--- config.mk ---
export PLATFORM = sky130hd
export DESIGN_NAME = imgproc_report_scheduler_flat
export DESIGN_NICKNAME = d
export VERILOG_FILES = /design/src/rtl/imgproc_report_scheduler_if.sv /design/src/rtl/imgproc_report_scheduler.sv /design/src/flat_wrapper.sv
export SDC_FILE = /design/constraint.sdc
export NUM_CORES = 1
export LEC_CHECK = 0
export ABC_AREA = 1
export ABC_CLOCK_PERIOD_IN_PS = 6800
export BUFFER_PORTS_ARGS = -buffer_cell sky130_fd_sc_hd__buf_4
export CAP_MARGIN = 0
export CORE_ASPECT_RATIO = 0.8
export CORE_MARGIN = 2
export CORE_UTILIZATION = 35
export DETAILED_ROUTE_END_ITERATION = 12
export PLACE_DENSITY = 0.57
export SETUP_SLACK_MARGIN = 0.4
export SLEW_MARGIN = 10
export SYNTH_ARGS = -nofsm -noshare
export SYNTH_HDL_FRONTEND = slang
export SYNTH_SLANG_ARGS = --single-unit
--- constraint.sdc ---
create_clock -name clk -period 6.8 [get_ports clk]
set_input_delay 1.36 -clock clk [delete_from_list [all_inputs] [get_ports clk]]
set_output_delay 1.36 -clock clk [all_outputs]
set_load 0.01 [all_outputs]
--- src/rtl/imgproc_report_scheduler_if.sv ---
// imgproc_report_scheduler_if: MSG_FIFO write port between the report scheduler and the CPU message FIFO
//   fifo_wr     scheduler -> FIFO  write request
//   fifo_data   scheduler -> FIFO  32-bit write word
//   fifo_usedw  FIFO -> scheduler  current fill level in words
interface imgproc_report_scheduler_if;
   logic        fifo_wr;
   logic [31:0] fifo_data;
   logic [7:0]  fifo_usedw;
   modport master (output fifo_wr, fifo_data, input fifo_usedw);
   modport slave (input fifo_wr, fifo_data, output fifo_usedw);
endinterface

--- src/rtl/imgproc_report_scheduler.sv ---
// imgproc_report_scheduler: writes one 8-word detection report (header + seven areas) per MSG_INTERVAL video frames into the CPU message FIFO
//   clk           clock
//   reset_n       synchronous active-low reset
//   frame_done_i  1-cycle video end-of-frame pulse
//   area_in_i     seven AREA_W colour areas {building,...,red}, red in LSBs
//   enable_i      0 blocks new reports
//   flush_i       FIFO flush strobe, aborts the report in progress
//   fifo          MSG_FIFO write port (master side)
//   busy_o        report in progress
//   frame_seq_o   video frames seen
//   skip_cnt_o    due reports not started (saturating)
module imgproc_report_scheduler #(
   parameter int         MSG_INTERVAL = 6,
   parameter int         BUF_DEPTH    = 256,
   parameter int         AREA_W       = 12,
   parameter logic [7:0] HDR_TAG      = 8'hA5
) (
   input  logic                  clk,
   input  logic                  reset_n,
   input  logic                  frame_done_i,
   input  logic [7*AREA_W-1:0]   area_in_i,
   input  logic                  enable_i,
   input  logic                  flush_i,
   imgproc_report_scheduler_if.master fifo,
   output logic                  busy_o,
   output logic [15:0]           frame_seq_o,
   output logic [7:0]            skip_cnt_o
);
   typedef enum logic [1:0] {IDLE, HDR, DATA} state_t;
   state_t              state_q;
   logic [2:0]          idx_q;
   logic [7:0]          frame_cnt_q;
   logic [15:0]         frame_seq_q;
   logic [7:0]          skip_q;
   logic                wr_q;
   logic [31:0]         data_q;
   logic [AREA_W-1:0]   snap_q [0:6];
   logic                due_d, room_d, start_d;
   function automatic logic [31:0] area_word(input logic [2:0] i, input logic [AREA_W-1:0] a);
      return {13'd0, i, 16'(a)};
   endfunction
   // The whole 8-word report must fit, since the FIFO cannot push back.
   assign room_d  = {24'd0, fifo.fifo_usedw} <= 32'(BUF_DEPTH - 8);
   assign due_d   = frame_done_i && frame_cnt_q == 8'd0;
   // flush takes priority over a simultaneous start.
   assign start_d = due_d && enable_i && state_q == IDLE && room_d && !flush_i;
   always_ff @(posedge clk) begin
      if (!reset_n) begin
         state_q     <= IDLE;
         idx_q       <= 3'd0;
         frame_cnt_q <= 8'(MSG_INTERVAL - 1);
         frame_seq_q <= 16'd0;
         skip_q      <= 8'd0;
         wr_q        <= 1'b0;
         data_q      <= 32'd0;
         for (int i = 0; i < 7; i++) snap_q[i] <= '0;
      end else begin
         if (frame_done_i) frame_seq_q <= frame_seq_q + 16'd1;
         if (frame_done_i && frame_cnt_q != 8'd0) frame_cnt_q <= frame_cnt_q - 8'd1;
         else if (start_d) frame_cnt_q <= 8'(MSG_INTERVAL - 1);
         else if (due_d && enable_i && skip_q != 8'hFF) skip_q <= skip_q + 8'd1;
         if (flush_i) begin
            state_q <= IDLE;
            wr_q    <= 1'b0;
         end else begin
            case (state_q)
               IDLE: begin
                  wr_q <= start_d;
                  if (start_d) begin
                     state_q <= HDR;
                     data_q  <= {HDR_TAG, frame_seq_q, 8'd7};
                     for (int i = 0; i < 7; i++) snap_q[i] <= area_in_i[i*AREA_W +: AREA_W];
                  end
               end
               HDR: begin
                  state_q <= DATA;
                  idx_q   <= 3'd0;
                  wr_q    <= 1'b1;
                  data_q  <= area_word(3'd0, snap_q[0]);
               end
               DATA: begin
                  state_q <= idx_q == 3'd6 ? IDLE : DATA;
                  wr_q    <= idx_q != 3'd6;
                  if (idx_q != 3'd6) begin
                     idx_q  <= idx_q + 3'd1;
                     data_q <= area_word(idx_q + 3'd1, snap_q[idx_q + 3'd1]);
                  end
               end
               default: begin
                  state_q <= IDLE;
                  wr_q    <= 1'b0;
               end
            endcase
         end
      end
   end
   assign fifo.fifo_wr   = wr_q;
   assign fifo.fifo_data = data_q;
   assign busy_o         = state_q != IDLE;
   assign frame_seq_o    = frame_seq_q;
   assign skip_cnt_o     = skip_q;
endmodule

--- src/flat_wrapper.sv ---
// flat-port wrapper written by rule: the top's interface ports become plain ports
module imgproc_report_scheduler_flat 
#(
   parameter int         MSG_INTERVAL = 6,
   parameter int         BUF_DEPTH    = 256,
   parameter int         AREA_W       = 12,
   parameter logic [7:0] HDR_TAG      = 8'hA5
)
  (clk, reset_n, frame_done_i, area_in_i, enable_i, flush_i, busy_o, frame_seq_o, skip_cnt_o, fifo_fifo_wr, fifo_fifo_data, fifo_fifo_usedw);
  imgproc_report_scheduler_if fifo_i ();
  input  logic clk;
  input  logic reset_n;
  input  logic frame_done_i;
  input  logic [7*AREA_W-1:0] area_in_i;
  input  logic enable_i;
  input  logic flush_i;
  output logic busy_o;
  output logic [15:0] frame_seq_o;
  output logic [7:0] skip_cnt_o;
  output wire logic [$bits(fifo_i.fifo_wr)-1:0] fifo_fifo_wr;
  output wire logic [$bits(fifo_i.fifo_data)-1:0] fifo_fifo_data;
  input wire logic [$bits(fifo_i.fifo_usedw)-1:0] fifo_fifo_usedw;
  assign fifo_fifo_wr = fifo_i.fifo_wr;
  assign fifo_fifo_data = fifo_i.fifo_data;
  assign fifo_i.fifo_usedw = fifo_fifo_usedw;
  imgproc_report_scheduler #(.MSG_INTERVAL(MSG_INTERVAL), .BUF_DEPTH(BUF_DEPTH), .AREA_W(AREA_W), .HDR_TAG(HDR_TAG)) u_core (.clk(clk), .reset_n(reset_n), .frame_done_i(frame_done_i), .area_in_i(area_in_i), .enable_i(enable_i), .flush_i(flush_i), .fifo(fifo_i), .busy_o(busy_o), .frame_seq_o(frame_seq_o), .skip_cnt_o(skip_cnt_o));
endmodule
# Word level (Yosys, flattened, before mapping)
# Memory sizes are Yosys's and may differ from the RTL's.
# Index checks and enable logic that the tools add are counted.
word_totals:
  register_bits: 70
  ram_bits: 84
  inputBits: 97
  output_inout_bits: 58
  elab_cells: 74
  mem_count: 1
op_classes:
  addsub: 4
  n_lt_le_gt_ge: 1
  eq_ne: 7
  n_mux: 24
  n_bitwise: 11
  n_reduce_logical: 19
mem_list:
  columns: ["memory", "words", "word_bits", "rd", "rd_clocked_by_memory_dff", "wr", "line", "rtl"]
  rows:
  - ["u_core.snap_q", 7, 12, 2, 0, 7, "imgproc_report_scheduler.sv:37", "logic [AREA_W-1:0] snap_q [0:6];"]
ops:
  columns: ["op", "count"]
  rows:
  - ["32-bit one-hot mux with 3 select lines", 1]
  - ["12-bit two-way mux", 7]
  - ["32-bit two-way mux", 2]
  - ["16-bit by 1-bit adder with 16-bit output, second input constant", 1]
  - ["8-bit two-way mux", 2]
  - ["8-bit by 1-bit adder with 8-bit output, second input constant", 1]
  - ["8-bit less-or-equal comparator, second input constant", 1]
  - ["8-bit zero test", 1]
  - ["8-bit != test, second input constant", 1]
  - ["8-bit nonzero test", 1]
  - ["8-bit by 1-bit subtractor with 8-bit output, second input constant", 1]
  - ["1-bit logical AND", 7]
  - ["1-bit OR", 7]
  - ["1-bit two-way mux", 6]
  - ["2-bit one-hot mux with 3 select lines", 1]
  - ["3-bit one-hot mux with 2 select lines", 1]
  - ["3-bit AND reduction", 2]
  - ["2-bit nonzero test", 3]
  - ["2-bit two-way mux", 2]
  - ["2-bit by 1-bit != test with 1-bit output, second input constant", 2]
  - ["1-bit inverter", 4]
  - ["4-bit AND reduction", 1]
  - ["3-bit by 1-bit adder with 3-bit output, second input constant", 1]
  - ["3-bit equality test, second input constant", 1]
  - ["other kinds (9)", 9]

# Depth between registers and ports, before layout
depth:
  depth_word: 12
  ltp_mapped: 15
  mapped_depth_nobuf: 12

# Worst setup path after synthesis
# OpenSTA, ideal clock, no wires.
synth_timing:
  path_type: "input-to-reg"
  start: "in fifo_fifo_usedw[0]"
  end: "mem u_core.snap_q[0][0], enable pin"
  setup_time_ns: 0.445
  t_arrival_ns: 3.670
  path_slack_ns: 2.685
  stages: 7
  path_cell_list: "nor2_1 nand2_1 nand2_1 nand2_1 nor2_8 inv_1 nand2_1"
synth_lines:
  columns: ["element", "line", "rtl"]
  rows:
  - ["from (decl)", "flat_wrapper.sv:22", "input wire logic [$bits(fifo_i.fifo_usedw)-1:0] fifo_fifo_usedw;"]
  - ["to (decl)", "imgproc_report_scheduler.sv:37", null]

# Worst setup path in the final report
layout_timing:
  start: "in fifo_fifo_usedw[0]"
  end: "reg u_core.data_q[29], in the netlist u_core.fifo.fifo_data[29]"
layout_between:
  elab_chain_cells: 5
layout_rtl:
  columns: ["element", "line", "rtl"]
  rows:
  - ["8-bit less-or-equal comparator", "imgproc_report_scheduler.sv:43", "assign room_d = {24'd0, fifo.fifo_usedw} <= 32'(BUF_DEPTH - 8);"]
  - ["1-bit logical AND (2 in a row)", "imgproc_report_scheduler.sv:46", "assign start_d = due_d && enable_i && state_q == IDLE && room_d && !flush_i;"]
  - ["2-bit by 1-bit != test with 1-bit output (no source line)", null, null]
  - ["4-bit AND reduction (no source line)", null, null]
  - ["to (signal assigned)", "imgproc_report_scheduler.sv:71", "data_q <= {HDR_TAG, frame_seq_q, 8'd7};"]
  - ["to (signal assigned)", "imgproc_report_scheduler.sv:79", "data_q <= area_word(3'd0, snap_q[0]);"]
  - ["to (signal assigned)", "imgproc_report_scheduler.sv:86", "data_q <= area_word(idx_q + 3'd1, snap_q[idx_q + 3'd1]);"]
  - ["to (decl)", "imgproc_report_scheduler.sv:36", "logic [31:0] data_q;"]
# Every way passes these cells.
# A chain may end at the register's enable or synchronous reset.

==> impl_metrics.toml <==
[sta]
setup_viol = 0
hold_viol_final = 0
worst_pin_slew_ps = 1130
fin_crit_ps = 3240
max_freq_mhz = 309
slew_viol_final = 0
slew-limit-headroom_pct = 24.8
setup_tns_ps = 0
timing.final.crit_share_pct = 47.7
clock_skew_ps = 9.32
rsz0062_at_grt = "no"

[final_layout]
diodes = 0
drive_gt1_share_pct = 20.1
fillers = 2098
fin_nets = 1178
areaGrowthSynthToFinish_pct = 25.1
final_cells = 1353

[global_routing]
grt_pass1_wl_um = 30100
grt_antenna_before_repair = 0
overflow = 0
grt_usage_pct = 17.2
grt_pass1_vias = 5866
grt_max_degree = 85

[logic_synthesis]
synth-seq-cells = 147
yosysTopAreaCell = "edfxtp_1"
synth.avg_cell_area_um2 = 7.83
synth_cells = 940
yosys.area.top_type_share_pct = 34.3
yosysWarnings = 0
synth_cell_type_count = 35
yosys-top-cells-area = "edfxtp_1 34%, dfxtp_1 17%, nand2_1 10%, inv_1 8.5%, nor2_1 7.4%"
ys_seq_area_share_pct = 51.4
netlist_area_um2 = 7360

[clocking]
cts_buffers = 17
path_clk_slew_ps = 60
cts.path.max_buffers = 2
cts.hold.buffers_added = 0
clkLatencyLatePin_ps = 430
cts_sinks = 147
ctsResizeCount = 0
clock-root-buffer = "clkbuf_16"
post_cts_buffers = 0
h-tree-depth = 4
tritoncts = "done"

[detailed_routing]
via_per_inst = 4.52
drtIter0Drc = 431
ant_nets = 0
wl_um = 18600
vias = 6118
drc = 0
dr.pass1.iters = 5
wl_per_cell_um = 13.8

[place]
port_buffers = 150
place_congestion = 0.832
dp_cells = 1321
dpl.hpwl_um = 12700

[critical_path]
worst_setup_path_start_kind = "primary input"
worstPathRequired_ps = 7110
crit_fanout = 22
crit_top_cell = "nand2_1"
reg2reg_to = "u_core.fifo.fifo_data[11]"
startpoint = "fifo_fifo_usedw[0]"
arrival_ps = 3550
r2r_slack_ps = 3890
critPathMaxStageDelay_ps = 670
critPathKind = "in -> reg"
r2r_start = "u_core.idx_q[0]"
cp_slowest_cell = "nand2_1"
endpoint_kind = "flop"
crit_family = "simple AND/OR/NAND/NOR gates"
path_cells = "buf_4 -> nor2_1 -> nand2_1 -> nand2_1 -> nand2_1 -> o21ai_1 -> nand2_1 -> o21ai_0 -> nor2_1"
reg2reg_depth = 12
critical_path_buf_inv_count = 1

[floorplanning]
initial_core_util_pct = 35.7
fp.dieW_um = 166
num_rows = 47
dieArea_um2 = 22200
fp.dieH_um = 134
core-area_um2 = 20600
io_pins = 155

[power]
powerDensity_nw_per_um2 = 217
fin_total_pwr_mw = 2.00
max-vdd-ir-drop_uv = 156
cellLeakagePower_nw = 4.29

[run]
drv_cap = 0

[status]
outcome = "completed"

[hold_path]
hold_path_end = "u_core.fifo.fifo_data[21]"
holdPathStages = 2
hold_start = "u_core.fifo.fifo_data[21]"
hold_path.class = "reg -> reg"
cell usage in the layout, fill, tap and decap left out, drive strengths merged, types with 2 or more instances in the layout:
cell / n
dfxtp: 63
clkbuf: 19
edfxtp: 84
nor3: 7
ha: 10
conb: 4
a21oi: 62
or2: 4
inv: 173
a211oi: 2
o21ai: 42
nor2: 152
xor2: 6
xnor2: 3
bufinv: 2
nand2: 209
nand3: 62
clkinv: 7
nand3b: 4
buf: 155
o22ai: 3
clkinvlp: 4
nand4: 3
flip-flops by register name, indices dropped and copies added (netlist names):
| name | count |
|---|---|
| u_core.fifo.fifo_data | 25 |
| u_core.fifo.fifo_wr | 1 |
| u_core.state_q | 2 |
| u_core.skip_cnt_o | 8 |
| u_core.snap_q | 84 |
| u_core.frame_seq_o | 16 |
| u_core.idx_q | 3 |
| u_core.frame_cnt_q | 8 |
cell type report:
type / count / area, um^2 / area share [%]
clock buffers: 19 / 433 / 4.70
well taps: 269 / 337 / 3.65
inverters: 173 / 649 / 7.05
flip-flops and latches: 147 / 3780 / 41.1
repair buffers: 155 / 1160 / 12.6
clock inverters: 13 / 136 / 1.48
multi-input cells: 577 / 2710 / 29.4
per-stage QoR:
| step | setup WS, ps | utilization (%) | instance area (um^2) | hold WS, ps |
|---|---|---|---|---|
| final | 3560 | 44.6 | 9210 | 465 |
| after global routing | 3280 | 44.6 | 9210 | 482 |
| after CTS | 3580 | 44.6 | 9210 | 466 |
| after detailed placement | 3120 | 41.9 | 8640 | 456 |
| after global placement | 3200 | 41.9 | 8640 | 453 |
| after floorplan | 2680 | - | 7380 | 440 |
cell usage after synthesis (all sizes together):
cell type  instances
buf               32
a211oi             2
conb               1
nor3               7
dfxtp             63
or2                4
clkbuf            14
edfxtp            84
a21oi             62
o21bai             1
nand3             62
xor2               6
nor2             152
ha                10
o22ai              3
nand3b             4
inv              172
o21ai             42
nand2            209
o31ai              1
o211ai             1
nand4              3
clkinv             1
xnor2              3
o21a               1
worst register-to-register path, delay by kind of cell, from the launching register on:
family,cells,cell delay (ps)
fa+ha+maj,1,960
compound gates,1,100
buf+inv,2,720
simple gates,8,740
flops,1,320
per-layer routing:
| metal | GRT usage [%] | vias to the layer above | part of all wire, % |
|---|---|---|---|
| li1 | - | 3171 | - |
| met1 | 24.0 | 2767 | 49 |
| met2 | 26.8 | 163 | 45 |
| met3 | 3.77 | 17 | 5.0 |
| met4 | 4.83 | 0 | 1.2 |
| met5 | 0 | - | 0 |
worst max path at each step:
stage                                            to  slack, ps  depth (start not counted)
after CTS                 u_core.fifo.fifo_data[29]       3580                          9
after global placement    u_core.fifo.fifo_data[29]       3200                          9
after floorplan                 u_core.snap_q[0][0]       2680                          7
after detailed placement  u_core.fifo.fifo_data[29]       3120                          9
final                     u_core.fifo.fifo_data[29]       3560                          9
after global routing      u_core.fifo.fifo_data[29]       3280                          9
cells by family after synthesis:
group                      count (synthesis)  synth area share, %
and+or+nand+nor                          441                 25.4
buffers and inverters                    219                 12.1
DFF                                      147                 51.4
AOI/OAI and AO/OA                        113                 8.29
adders and majority gates                 10                 1.70
xor gates and xnor gates                   9                 1.07
other                                      1               0.0509
report_power, final:
| part | total [mW] | internal, mW | switching [mW] |
|---|---|---|---|
| sequential | 0.970 | 0.962 | 0.00846 |
| clock | 0.917 | 0.538 | 0.379 |
| combinational | 0.116 | 0.0540 | 0.0621 |
| total | 2.00 | 1.55 | 0.449 |
Note: power is estimated with default switching activity, not from simulation.
